`src/rtl/param_logic_dut_if.sv`:
```
// Handshake bundle for param_logic_dut: two operand inputs, op select,
// one result output and the per-input occupancy counts.
interface param_logic_dut_if #(
  parameter int WIDTH = 8,
  parameter int DEPTH = 2
);
  localparam int CW = $clog2(DEPTH + 1);

  logic [WIDTH-1:0] A_data;
  logic             A_enable;
  logic             A_ready;
  logic [WIDTH-1:0] B_data;
  logic             B_enable;
  logic             B_ready;
  logic [1:0]       op;
  logic [WIDTH-1:0] Y_data;
  logic             Y_enable;
  logic             Y_ready;
  logic [CW-1:0]    A_count;
  logic [CW-1:0]    B_count;

  // Producer/consumer side
  modport master (
    output A_data, A_enable, B_data, B_enable, op, Y_ready,
    input  A_ready, B_ready, Y_data, Y_enable, A_count, B_count
  );

  // Logic unit side
  modport slave (
    input  A_data, A_enable, B_data, B_enable, op, Y_ready,
    output A_ready, B_ready, Y_data, Y_enable, A_count, B_count
  );
endinterface

```
`src/rtl/param_logic_dut.sv`:
```
// Two-operand bitwise logic unit. Each operand is buffered in its own
// DEPTH-entry FIFO; a join stage pops both heads together, applies the
// selected operation and holds the result in a single output register.
module param_logic_dut #(
  parameter int WIDTH = 8,
  parameter int DEPTH = 2
) (
  input logic              clk,
  input logic              reset,
  param_logic_dut_if.slave bus
);
  localparam int CW = $clog2(DEPTH + 1);
  localparam int PW = (DEPTH > 1) ? $clog2(DEPTH) : 1;

  typedef enum logic [1:0] {
    OP_XOR  = 2'd0,
    OP_AND  = 2'd1,
    OP_OR   = 2'd2,
    OP_XNOR = 2'd3
  } op_e;

  logic             live;
  logic [WIDTH-1:0] a_mem [DEPTH];
  logic [WIDTH-1:0] b_mem [DEPTH];
  logic [PW-1:0]    a_wr, a_rd, b_wr, b_rd;
  logic [CW-1:0]    a_cnt, b_cnt;
  logic             a_push, b_push, pop, slot_free;
  logic [WIDTH-1:0] y_res;
  logic [WIDTH-1:0] y_data_q;
  logic             y_en_q;

  function automatic logic [PW-1:0] ptr_inc(input logic [PW-1:0] p);
    return (p == PW'(DEPTH - 1)) ? '0 : p + PW'(1);
  endfunction

  // Ready depends only on registered state; 'live' keeps it low in reset
  // and raises it on the first edge after release.
  assign bus.A_ready = live & (a_cnt != CW'(DEPTH));
  assign bus.B_ready = live & (b_cnt != CW'(DEPTH));
  assign a_push      = bus.A_enable & bus.A_ready;
  assign b_push      = bus.B_enable & bus.B_ready;
  assign slot_free   = ~y_en_q | bus.Y_ready;
  assign pop         = (a_cnt != '0) & (b_cnt != '0) & slot_free;

  assign bus.A_count  = a_cnt;
  assign bus.B_count  = b_cnt;
  assign bus.Y_data   = y_data_q;
  assign bus.Y_enable = y_en_q;

  // Ready-enable flag: low throughout reset, high from the first edge after
  always_ff @(posedge clk or posedge reset) begin
    if (reset) live <= 1'b0;
    else       live <= 1'b1;
  end

  // FIFO storage writes (contents are don't-care once counts are cleared)
  always_ff @(posedge clk) begin
    if (a_push) a_mem[a_wr] <= bus.A_data;
    if (b_push) b_mem[b_wr] <= bus.B_data;
  end

  // A FIFO pointers and occupancy
  always_ff @(posedge clk or posedge reset) begin
    if (reset) begin
      a_wr  <= '0;
      a_rd  <= '0;
      a_cnt <= '0;
    end else begin
      if (a_push) a_wr <= ptr_inc(a_wr);
      if (pop)    a_rd <= ptr_inc(a_rd);
      if (a_push && !pop)      a_cnt <= a_cnt + CW'(1);
      else if (!a_push && pop) a_cnt <= a_cnt - CW'(1);
    end
  end

  // B FIFO pointers and occupancy
  always_ff @(posedge clk or posedge reset) begin
    if (reset) begin
      b_wr  <= '0;
      b_rd  <= '0;
      b_cnt <= '0;
    end else begin
      if (b_push) b_wr <= ptr_inc(b_wr);
      if (pop)    b_rd <= ptr_inc(b_rd);
      if (b_push && !pop)      b_cnt <= b_cnt + CW'(1);
      else if (!b_push && pop) b_cnt <= b_cnt - CW'(1);
    end
  end

  // Selected bitwise operation on the two FIFO heads
  always_comb begin
    y_res = '0;
    case (op_e'(bus.op))
      OP_XOR:  y_res = a_mem[a_rd] ^ b_mem[b_rd];
      OP_AND:  y_res = a_mem[a_rd] & b_mem[b_rd];
      OP_OR:   y_res = a_mem[a_rd] | b_mem[b_rd];
      OP_XNOR: y_res = ~(a_mem[a_rd] ^ b_mem[b_rd]);
      default: y_res = '0;
    endcase
  end

  // Output register: load on join, release on consumer accept, else hold
  always_ff @(posedge clk or posedge reset) begin
    if (reset) begin
      y_data_q <= '0;
      y_en_q   <= 1'b0;
    end else if (pop) begin
      y_data_q <= y_res;
      y_en_q   <= 1'b1;
    end else if (y_en_q && bus.Y_ready) begin
      y_en_q   <= 1'b0;
    end
  end
endmodule

```
`src/flat_wrapper.sv`:
```
// flat-port wrapper written by rule: the top's interface ports become plain ports
module param_logic_dut_flat 
#(
  parameter int WIDTH = 8,
  parameter int DEPTH = 2
)
  (clk, reset, bus_A_data, bus_A_enable, bus_B_data, bus_B_enable, bus_op, bus_Y_ready, bus_A_ready, bus_B_ready, bus_Y_data, bus_Y_enable, bus_A_count, bus_B_count);
  param_logic_dut_if #(.WIDTH(WIDTH), .DEPTH(DEPTH)) bus_i ();
  input logic clk;
  input logic reset;
  input wire logic [$bits(bus_i.A_data)-1:0] bus_A_data;
  input wire logic [$bits(bus_i.A_enable)-1:0] bus_A_enable;
  input wire logic [$bits(bus_i.B_data)-1:0] bus_B_data;
  input wire logic [$bits(bus_i.B_enable)-1:0] bus_B_enable;
  input wire logic [$bits(bus_i.op)-1:0] bus_op;
  input wire logic [$bits(bus_i.Y_ready)-1:0] bus_Y_ready;
  output wire logic [$bits(bus_i.A_ready)-1:0] bus_A_ready;
  output wire logic [$bits(bus_i.B_ready)-1:0] bus_B_ready;
  output wire logic [$bits(bus_i.Y_data)-1:0] bus_Y_data;
  output wire logic [$bits(bus_i.Y_enable)-1:0] bus_Y_enable;
  output wire logic [$bits(bus_i.A_count)-1:0] bus_A_count;
  output wire logic [$bits(bus_i.B_count)-1:0] bus_B_count;
  assign bus_i.A_data = bus_A_data;
  assign bus_i.A_enable = bus_A_enable;
  assign bus_i.B_data = bus_B_data;
  assign bus_i.B_enable = bus_B_enable;
  assign bus_i.op = bus_op;
  assign bus_i.Y_ready = bus_Y_ready;
  assign bus_A_ready = bus_i.A_ready;
  assign bus_B_ready = bus_i.B_ready;
  assign bus_Y_data = bus_i.Y_data;
  assign bus_Y_enable = bus_i.Y_enable;
  assign bus_A_count = bus_i.A_count;
  assign bus_B_count = bus_i.B_count;
  param_logic_dut #(.WIDTH(WIDTH), .DEPTH(DEPTH)) u_core (.clk(clk), .reset(reset), .bus(bus_i));
endmodule
```
`config.mk`:
```
export PLATFORM = sky130hd
export DESIGN_NAME = param_logic_dut_flat
export DESIGN_NICKNAME = d
export VERILOG_FILES = /design/src/rtl/param_logic_dut_if.sv /design/src/rtl/param_logic_dut.sv /design/src/flat_wrapper.sv
export SDC_FILE = /design/constraint.sdc
export NUM_CORES = 1
export LEC_CHECK = 0
export ABC_AREA = 1
export CAP_MARGIN = 20
export CORE_ASPECT_RATIO = 1.2
export CORE_MARGIN = 2
export CORE_UTILIZATION = 48
export DETAILED_ROUTE_END_ITERATION = 10
export GPL_TIMING_DRIVEN = 1
export PLACE_DENSITY_LB_ADDON = 0.08
export SETUP_SLACK_MARGIN = 0.1
export SLEW_MARGIN = 20
export SYNTH_ARGS = -nofsm -noshare
export SYNTH_HDL_FRONTEND = slang
export SYNTH_SLANG_ARGS = --single-unit
```
`constraint.sdc`:
```
create_clock -name clk -period 1.4 [get_ports clk]
set_input_delay 0.14 -clock clk [delete_from_list [all_inputs] [get_ports clk]]
set_output_delay 0.14 -clock clk [all_outputs]
set_load 0.1 [all_outputs]
```
== Yosys cells after proc, flatten, opt, wreduce, memory -nomap -nowiden ==
Memories as Yosys holds them, arrays and structs flattened.
Index checks and enable logic that the tools add are counted.
Operators by class
  reduce and logical (&&, ||, !) cells: 14
  eq/ne operators: 5
  $add $sub $neg: 8
  mux-type cells: 15
  bitwise gates (word level): 12
Operator list (number)
  8-bit one-hot mux with 4 select lines: 1
  1-bit 2-to-1 mux: 10
  2-bit nonzero test: 5
  8-bit bitwise AND: 1
  2-bit 2-to-1 mux: 4
  8-bit NOT: 1
  8-bit OR: 1
  8-bit XOR: 1
  1-bit bitwise AND: 6
  1-bit logical AND: 5
  1-bit adder (second input constant): 4
  2-bit by 1-bit adder with 2-bit output (second input constant): 2
  2-bit == test (second input constant): 2
  2-bit inequality test (second input constant): 2
  2-bit by 1-bit subtractor with 2-bit output (second input constant): 2
  1-bit zero test: 3
  2-bit by 1-bit == test with 1-bit output (second input constant): 1
  2-bit zero test: 1
  1-bit NOT: 1
  1-bit OR: 1
Storage, ports and cells
  output and inout bits: 15
  register bits: 18
  bits of input ports: 23
  memories: 2
  bits in writable memories: 32
Memories
  u_core.a_mem: words 2, width 8, read ports 1, clocked after Yosys merged registers in 0, wr ports 1, RTL line param_logic_dut.sv:23  | logic [WIDTH-1:0] a_mem [DEPTH];
  u_core.b_mem: words 2, width 8, read ports 1, clocked after Yosys merged registers in 0, wr ports 1, RTL line param_logic_dut.sv:24  | logic [WIDTH-1:0] b_mem [DEPTH];

== Logic depth before layout (Yosys ltp) ==
Gate-level depths: netlist of the first run.
  word-level depth: 7
  mapped depth: 9

== Least setup slack after synthesis of the first run ==
Ideal clock, no wire load.
  path kind: flip-flop to output port
  start: register u_core.a_cnt[0], in the netlist u_core.bus.A_count[0]
  end: output bus_A_ready
  path slack: -1.383 ns
  buffers on the path: 0
  cell stages (with the launch flop): 3
  arrival: 2.643 ns
  cells stage by stage: dfrtp_1 inv_1 a21oi_1
On the way
  cells in the longest elaborated chain, start to end: 2
Ends and longest elaborated chain
  start: declaration: RTL line param_logic_dut.sv:26  | logic [CW-1:0] a_cnt, b_cnt;
  start signal: assignment: RTL line param_logic_dut.sv:71  | if (a_push && !pop) a_cnt <= a_cnt + CW'(1);
  start signal: assignment: RTL line param_logic_dut.sv:72  | else if (!a_push && pop) a_cnt <= a_cnt - CW'(1);
  2-bit inequality test: RTL line param_logic_dut.sv:38  | assign bus.A_ready = live & (a_cnt != CW'(DEPTH));
  1-bit bitwise AND: RTL line param_logic_dut.sv:38
  end: declaration: RTL line flat_wrapper.sv:17  | output wire logic [$bits(bus_i.A_ready)-1:0] bus_A_ready;
Every way passes these cells.

== Final worst setup path of the first run ==
  start: register u_core.a_rd
  end: register u_core.y_data_q[5], in the netlist u_core.bus.Y_data[5]
On the way
  cells in the longest elaborated chain, start to end: 4
  elaborated cells between the ends (all ways): 6
  classes of those cells: mux: 1; bitwise: 4; memory: 1
Ends and longest elaborated chain
  start: declaration: RTL line param_logic_dut.sv:25  | logic [PW-1:0] a_wr, a_rd, b_wr, b_rd;
  start signal: assignment: RTL line param_logic_dut.sv:70  | if (pop) a_rd <= ptr_inc(a_rd);
  memory 2 x 8 bit *
  8-bit XOR: RTL line param_logic_dut.sv:94, param_logic_dut.sv:97
  8-bit NOT: RTL line param_logic_dut.sv:97  | OP_XNOR: y_res = ~(a_mem[a_rd] ^ b_mem[b_rd]);
  8-bit one-hot mux with 4 select lines *: RTL line param_logic_dut.sv:93  | case (op_e'(bus.op))
  end signal: assignment: RTL line param_logic_dut.sv:108  | y_data_q <= y_res;
  end: declaration: RTL line param_logic_dut.sv:29  | logic [WIDTH-1:0] y_data_q;
Every way passes the cells marked *; elsewhere a longest branch is shown, timed or not.
A chain may end at the register's enable or synchronous reset.

==> flow_metrics.py, run 1 <==
metrics = {
    "logic_synthesis": {
        "avgSynthCellArea_um2": 9.82,
        "yosys_warnings": 0,
        "syn-cell-area_mm2": 0.00251,
        "synth_top_area_cell": "edfxtp_1",
        "synth_area_leaders": "edfxtp_1, dfrtp_1, ha_1",
        "synth_nets": 297,
        "ys_ff_latch": 50,
        "synthMostInstantiatedCell": "nand2_1",
        "async_flop_share": 0.360,
        "syn_inst": 256,
        "yosys-top-cells-count": "nand2_1, inv_1, edfxtp_1",
        "synth.top_cell.area_share": 0.382,
        "synth_edf_count": 32,
        "synthDistinctLibCells": 20,
        "synthFlopType": "edfxtp_1",
        "ys_seq_area_frac": 0.561,
    },
    "drt": {
        "drt-total-wl_um": 5290,
        "vias": 1900,
        "drc": 0,
        "drt_first_pass_iters": 4,
        "ant_nets": 0,
        "vias_per_cell": 4.90,
        "wl_per_cell_um": 13.6,
        "drt_iter0_drc": 51,
    },
    "job": {
        "max_cap_viol_count": 0,
    },
    "placement": {
        "dp_slack_ns": -0.165,
        "dpl_cell_area_mm2": 0.00349,
        "numPortBuffers": 37,
        "finalWeightedCongestion": 0.760,
        "dp_hpwl_um": 3910,
    },
    "sta": {
        "slew_violations": 0,
        "period_share": 1.06,
        "fin_ws_ns": -0.0786,
        "rsz0062_at_grt": "yes",
        "skew_ns": 0.0132,
        "setup_viol": 12,
        "finalHoldViolCount": 0,
        "fin_tns_setup_ns": -0.300,
        "final.min_clock_period_ns": 1.48,
        "fmax_mhz": 676,
    },
    "die": {
        "die_height_um": 83.3,
        "ios": 38,
        "die_w_um": 70.1,
        "start_util": 0.506,
        "die_area_mm2": 0.00584,
        "core_mm2": 0.00497,
        "rows": 28,
    },
    "clocking": {
        "insertion_delay_ns": 0.31,
        "clockBufferDepth": 2,
        "path_clk_slew_ns": 0.10,
        "cts_max_level": 2,
        "cts_buffers": 5,
        "cts_tree": "built",
        "clockRootBuffer": "clkbuf_8",
        "cts_sinks": 50,
    },
    "power": {
        "clkPwrFrac": 0.108,
        "swShare": 0.453,
        "cellLeakagePower_nw": 1.67,
        "sequentialPowerShare": 0.256,
        "powerDensity_mw_per_mm2": 2440,
        "combPwrFrac": 0.636,
        "p_sw_w": 0.00423,
        "ir_drop_uv": 1940,
        "power.internal_w": 0.00511,
    },
    "layout": {
        "drive_gt1_frac": 0.360,
        "diodes": 0,
        "nNetsFinal": 368,
        "finalInstanceArea_mm2": 0.00383,
        "areaGrowthSynthToFinish_pct": 52.5,
    },
    "global_route": {
        "grt_pass1_wl_um": 8990,
        "grt_pass1_vias": 2022,
        "grt_overflow": 0,
        "track_usage": 0.199,
        "antenna_found_initial": 0,
        "grt_max_degree": 19,
    },
    "setup_path": {
        "path_class": "register to register",
        "crit_fanout": 9,
        "end_kind": "register",
        "rrSetupSlack_ns": -0.08,
        "cp_data_arrival_time_ns": 1.68,
        "required_ns": 1.60,
        "critPathLaunchType": "register",
    },
    "outcome": {
        "status": "complete, but fails checks",
        "violations": "negative setup slack",
    },
    "worst_hold_path": {
        "hold_path.class": "primary input to asynchronous set/reset pin",
    },
}
[registers in the layout, summed over array words and instances, names as in the netlist]
register	flops
u_core.bus.Y_data	8
u_core.live	1
u_core.bus.Y_enable	1
u_core.bus.B_count	2
u_core.bus.A_count	2
u_core.b_mem	16
u_core.b_wr	1
u_core.a_wr	1
u_core.b_rd	1
u_core.a_mem	16
u_core.a_rd	1
[layer usage]
layer  global-route usage  up-vias  routed length, um
met2                0.359       34               2940
met1                0.234      900               2080
met4               0.0717        0                 95
li1                     -      957                  -
met3               0.0340        9                176
met5                    0        -                  0
[path summary, 6_finish.rpt]
kind	startpoint	cells past startpoint	to
max	u_core.a_rd	8	u_core.bus.Y_data[5]
min	reset	3	u_core.bus.Y_data[6]
max reg2reg	u_core.a_rd	8	u_core.bus.Y_data[5]
min reg2reg	u_core.bus.Y_data[1]	2	u_core.bus.Y_data[1]
max in group asynchronous	reset	3	u_core.bus.Y_enable
min in group clk	bus_A_data[2]	1	u_core.a_mem[0][2]
[layout by cell type, fill, tap and decap left out, drive strengths merged]
| master | instances |
|---|---|
| xor2 | 6 |
| xnor2 | 2 |
| nor2 | 30 |
| nand3 | 13 |
| ha | 18 |
| clkdlybuf4s50 | 22 |
| dfrtp | 18 |
| clkinvlp | 1 |
| bufinv | 1 |
| o21ai | 20 |
| inv | 43 |
| clkbuf | 6 |
| conb | 1 |
| nand3b | 6 |
| a21oi | 2 |
| edfxtp | 32 |
| buf | 46 |
| nand2 | 45 |
| or2 | 16 |
[worst max-delay path: stages (launching register included)]
cell and delay [ns]:
dfrtp_2 0.42, inv_4 0.07, or2_4 0.24, o21ai_4 0.07, ha_1 0.26, nor2_1 0.10, nor2_1 0.05, nand2_1 0.09
nand2_1 0.06
[power groups by stage]
stage | combinational [W] | clock, W | sequential [W]
floorplan | 0.00200 | 0 | 0.00371
global placement | 0.00529 | 0 | 0.00237
detailed placement | 0.00542 | 0 | 0.00237
CTS | 0.00588 | 0.00103 | 0.00239
global route | 0.00638 | 0.00108 | 0.00244
finish | 0.00594 | 0.00101 | 0.00240
[logic make-up (layout without fill, tap and decap cells)]
| group | Yosys count | count (layout) | share of synthesized area |
|---|---|---|---|
| DFF | 50 | 50 | 0.561 |
| xor gates and xnor gates | 8 | 8 | 0.0279 |
| buffers and inverters | 47 | 119 | 0.0731 |
| adders and majority gates | 18 | 18 | 0.0896 |
| and+or+nand+nor | 110 | 110 | 0.199 |
| AOI/OAI and AO/OA | 22 | 22 | 0.0483 |
| other | 1 | 1 | 0.00149 |
[repair_timing]
| item | 4_1_cts | 5_1_grt |
|---|---|---|
| gates resized for setup | 32 | 13 |
| setup endpoints to repair | 46 | 50 |
| pin swaps | 8 | 7 |
| hold buffers | 0 | 0 |
| setup buffers | 6 | 1 |
[area by class of cell]
cell class | count | area (um2)
sequential | 50 | 1430
multi-input combinational | 159 | 1160
fill | 331 | 1140
timing repair buffer | 68 | 878
inverter | 43 | 174
tap | 60 | 75.1
clock buffer | 6 | 72.6
clock inverter | 2 | 37.5
[metrics by stage]
step | total power, W | utilization | instances | hold slack, ns
global route | 0.00990 | 0.771 | 388 | 0.205
floorplan | 0.00572 | - | 256 | 0.0785
global placement | 0.00766 | 0.701 | 374 | 0.479
finish | 0.00934 | 0.771 | 388 | 0.152
CTS | 0.00929 | 0.762 | 388 | 0.153
detailed placement | 0.00779 | 0.701 | 374 | 0.487
No activity file was read; power rests on OpenSTA's default activity.
==> inputs of run 2 (changes only) <==
Settings changed: CAP_MARGIN 20 to 30.
==> results of run 2 <==
The final DEF is identical to that of run 1; final timing and power are the same.
==> inputs of run 3 (changes only) <==
Settings changed: CAP_MARGIN 30 to 0.
==> results of run 3 <==
The final DEF is identical to that of run 1; final timing and power are the same.
==> RTL edit, RTL diff (config.mk and constraints of run 3) <==
`DEPTH` is set to 2 in 3 places; all go to 4.
--- a/src/rtl/param_logic_dut_if.sv
+++ b/src/rtl/param_logic_dut_if.sv
@@ -4,3 +4,3 @@
   parameter int WIDTH = 8,
-  parameter int DEPTH = 2
+  parameter int DEPTH = 4
 );
--- a/src/rtl/param_logic_dut.sv
+++ b/src/rtl/param_logic_dut.sv
@@ -5,3 +5,3 @@
   parameter int WIDTH = 8,
-  parameter int DEPTH = 2
+  parameter int DEPTH = 4
 ) (
--- a/src/flat_wrapper.sv
+++ b/src/flat_wrapper.sv
@@ -4,3 +4,3 @@
   parameter int WIDTH = 8,
-  parameter int DEPTH = 2
+  parameter int DEPTH = 4
 )
Ports: changed (resized bus_A_count and bus_B_count); port bits go from 38 to 40. No check against the original RTL was run, so the function may have changed too.
==> RTL edit against run 3 <==
  * The flow still finishes with violations (setup timing)
  * Sequential cell count is 38 higher
  * Total power is 72% higher
  * Wire length is 90% higher
  * Cell area is 71% higher
  * Via count is 73% higher
  * Worst setup slack worse by 0.35 ns
  * Area after synthesis is 72% higher
  * First-iteration DRC count is 140% higher
  * Global-route usage is 0.92 points higher
==> RTL edit: results (changes against run 3) <==
status complete, but fails checks; failing checks setup timing; Critical Path Fanout Max 3 (-6); post-DR vias/cell 4.932 (+0.72%); overall routing resource usage 20.79% (+0.92 points); Top delay family on crit path adder cells; DP HPWL 6305 microns (+61%); clock skew 0.006592 ns (-0.006563 ns); sequential area share after synthesis 58.17% (+2.0 points); # setup viols final 87 (+75); DR WL met3 424 microns (+140%); met2 usage 37.21% (+1.3 points); Layout Nets 593 (+61%); M1 GR Usage 24.36% (+0.98 points); met3 Resource Use GR 4.948% (+1.5 points); VDD IR max 2.138 mV (+10%); IO Port Bufs 39 (+5.4%); synth unique cells 27 (+35%); setup TNS -6.337 ns (-6.036 ns); synth warn 0 (unchanged); Critical-path top delay cell dfrtp_4; top cells by area, synth edfxtp_1, dfrtp_1, nand2_1; Mapped Nets 485 (+63%); Metal-1 WL 4024 microns (+94%); CP arrival 2.08 ns (+0.40 ns); Post-Synth Adder-Cell Area 9.002% (+0.047 points); slowest stage delay, CP 0.49 ns (+0.07 ns); final wirelength 10060 microns (+90%); post-CTS sizing 74 (+130%); Post-synth top cells nand2_1, edfxtp_1, inv_1; vias in the first global route 3251 (+61%); LEAKAGE 2.784 nW (+67%); worst skew pair latency 0.36 ns (+0.05 ns); metal2 WL 5357 microns (+82%); GPL Wtd Cong 0.7618 (+0.26%); hold slack 0.1518 ns (-0.000008000 ns); largest net degree at the start of global routing 25 (+6); compound-gate portion of the synthesized area 0.9233% (-3.9 points); share of layout cells above drive strength 1 45.32% (+9.3 points); initial drt markers 123 (+140%); Synth Area in XOR/XNOR 0.8078% (-2.0 points); asr flop ratio synth 27.27% (-8.7 points); htree depth 3 (+1); first-pass GRT wire length 15630 microns (+74%); number of synthesized flops with an enable pin 64 (+100%); final worst setup slack -0.4287 ns (-0.3502 ns)
[RTL edit: cell count changes after synthesis, moves of 7 or more]
cell,change
nor2_1,-20
nand3_1,+37
edfxtp_1,+32
inv_1,+19
ha_1,+10
o21ai_0,-13
nand2_1,+101
or2_1,-15
nand4_1,+8
buf_6,+7
[RTL edit: stage by stage]
stage	instance area, sq um	setup slack, ns	std cells	util [%]
2_1_floorplan	4453	-0.6232	432	-
4_1_cts	6118	-0.3788	661	68.82
5_1_grt	6576	-0.5131	665	73.97
6_report	6576	-0.4287	665	73.97
3_3_place_gp	5493	-0.3608	630	61.78
3_5_place_dp	5493	-0.4203	630	61.78
[RTL edit: final timing paths]
check                                       from                    end  cells past startpoint
setup / recovery           u_core.bus.A_count[1]  u_core.bus.B_count[2]                      9
hold / removal                             reset         u_core.a_wr[0]                      3
setup reg to reg           u_core.bus.A_count[1]  u_core.bus.B_count[2]                      9
hold reg to reg             u_core.bus.Y_data[1]   u_core.bus.Y_data[1]                      2
max in group asynchronous                  reset    u_core.bus.Y_enable                      3
min in group clk                   bus_A_data[4]     u_core.a_mem[2][4]                      1
[RTL edit: final cells by class]
class                   instances  area [sq um]
multi-input cells             268          2086
well taps                     120         150.1
clock buffers                  10         127.6
flip-flops and latches         88          2552
inverters                      64         262.8
repair inverters                2         15.01
clock inverters                 6         82.58
repair buffers                107          1300
fillers                       605          2315
[RTL edit: where the power goes]
group | internal, W | leakage, nW | total [W] | switching [W]
clock | 0.00100 | 0.108 | 0.00187 | 0.000868
combinational | 0.00439 | 1.81 | 0.0103 | 0.00594
sequential | 0.00343 | 0.862 | 0.00391 | 0.000478
total | 0.00882 | 2.78 | 0.0161 | 0.00729
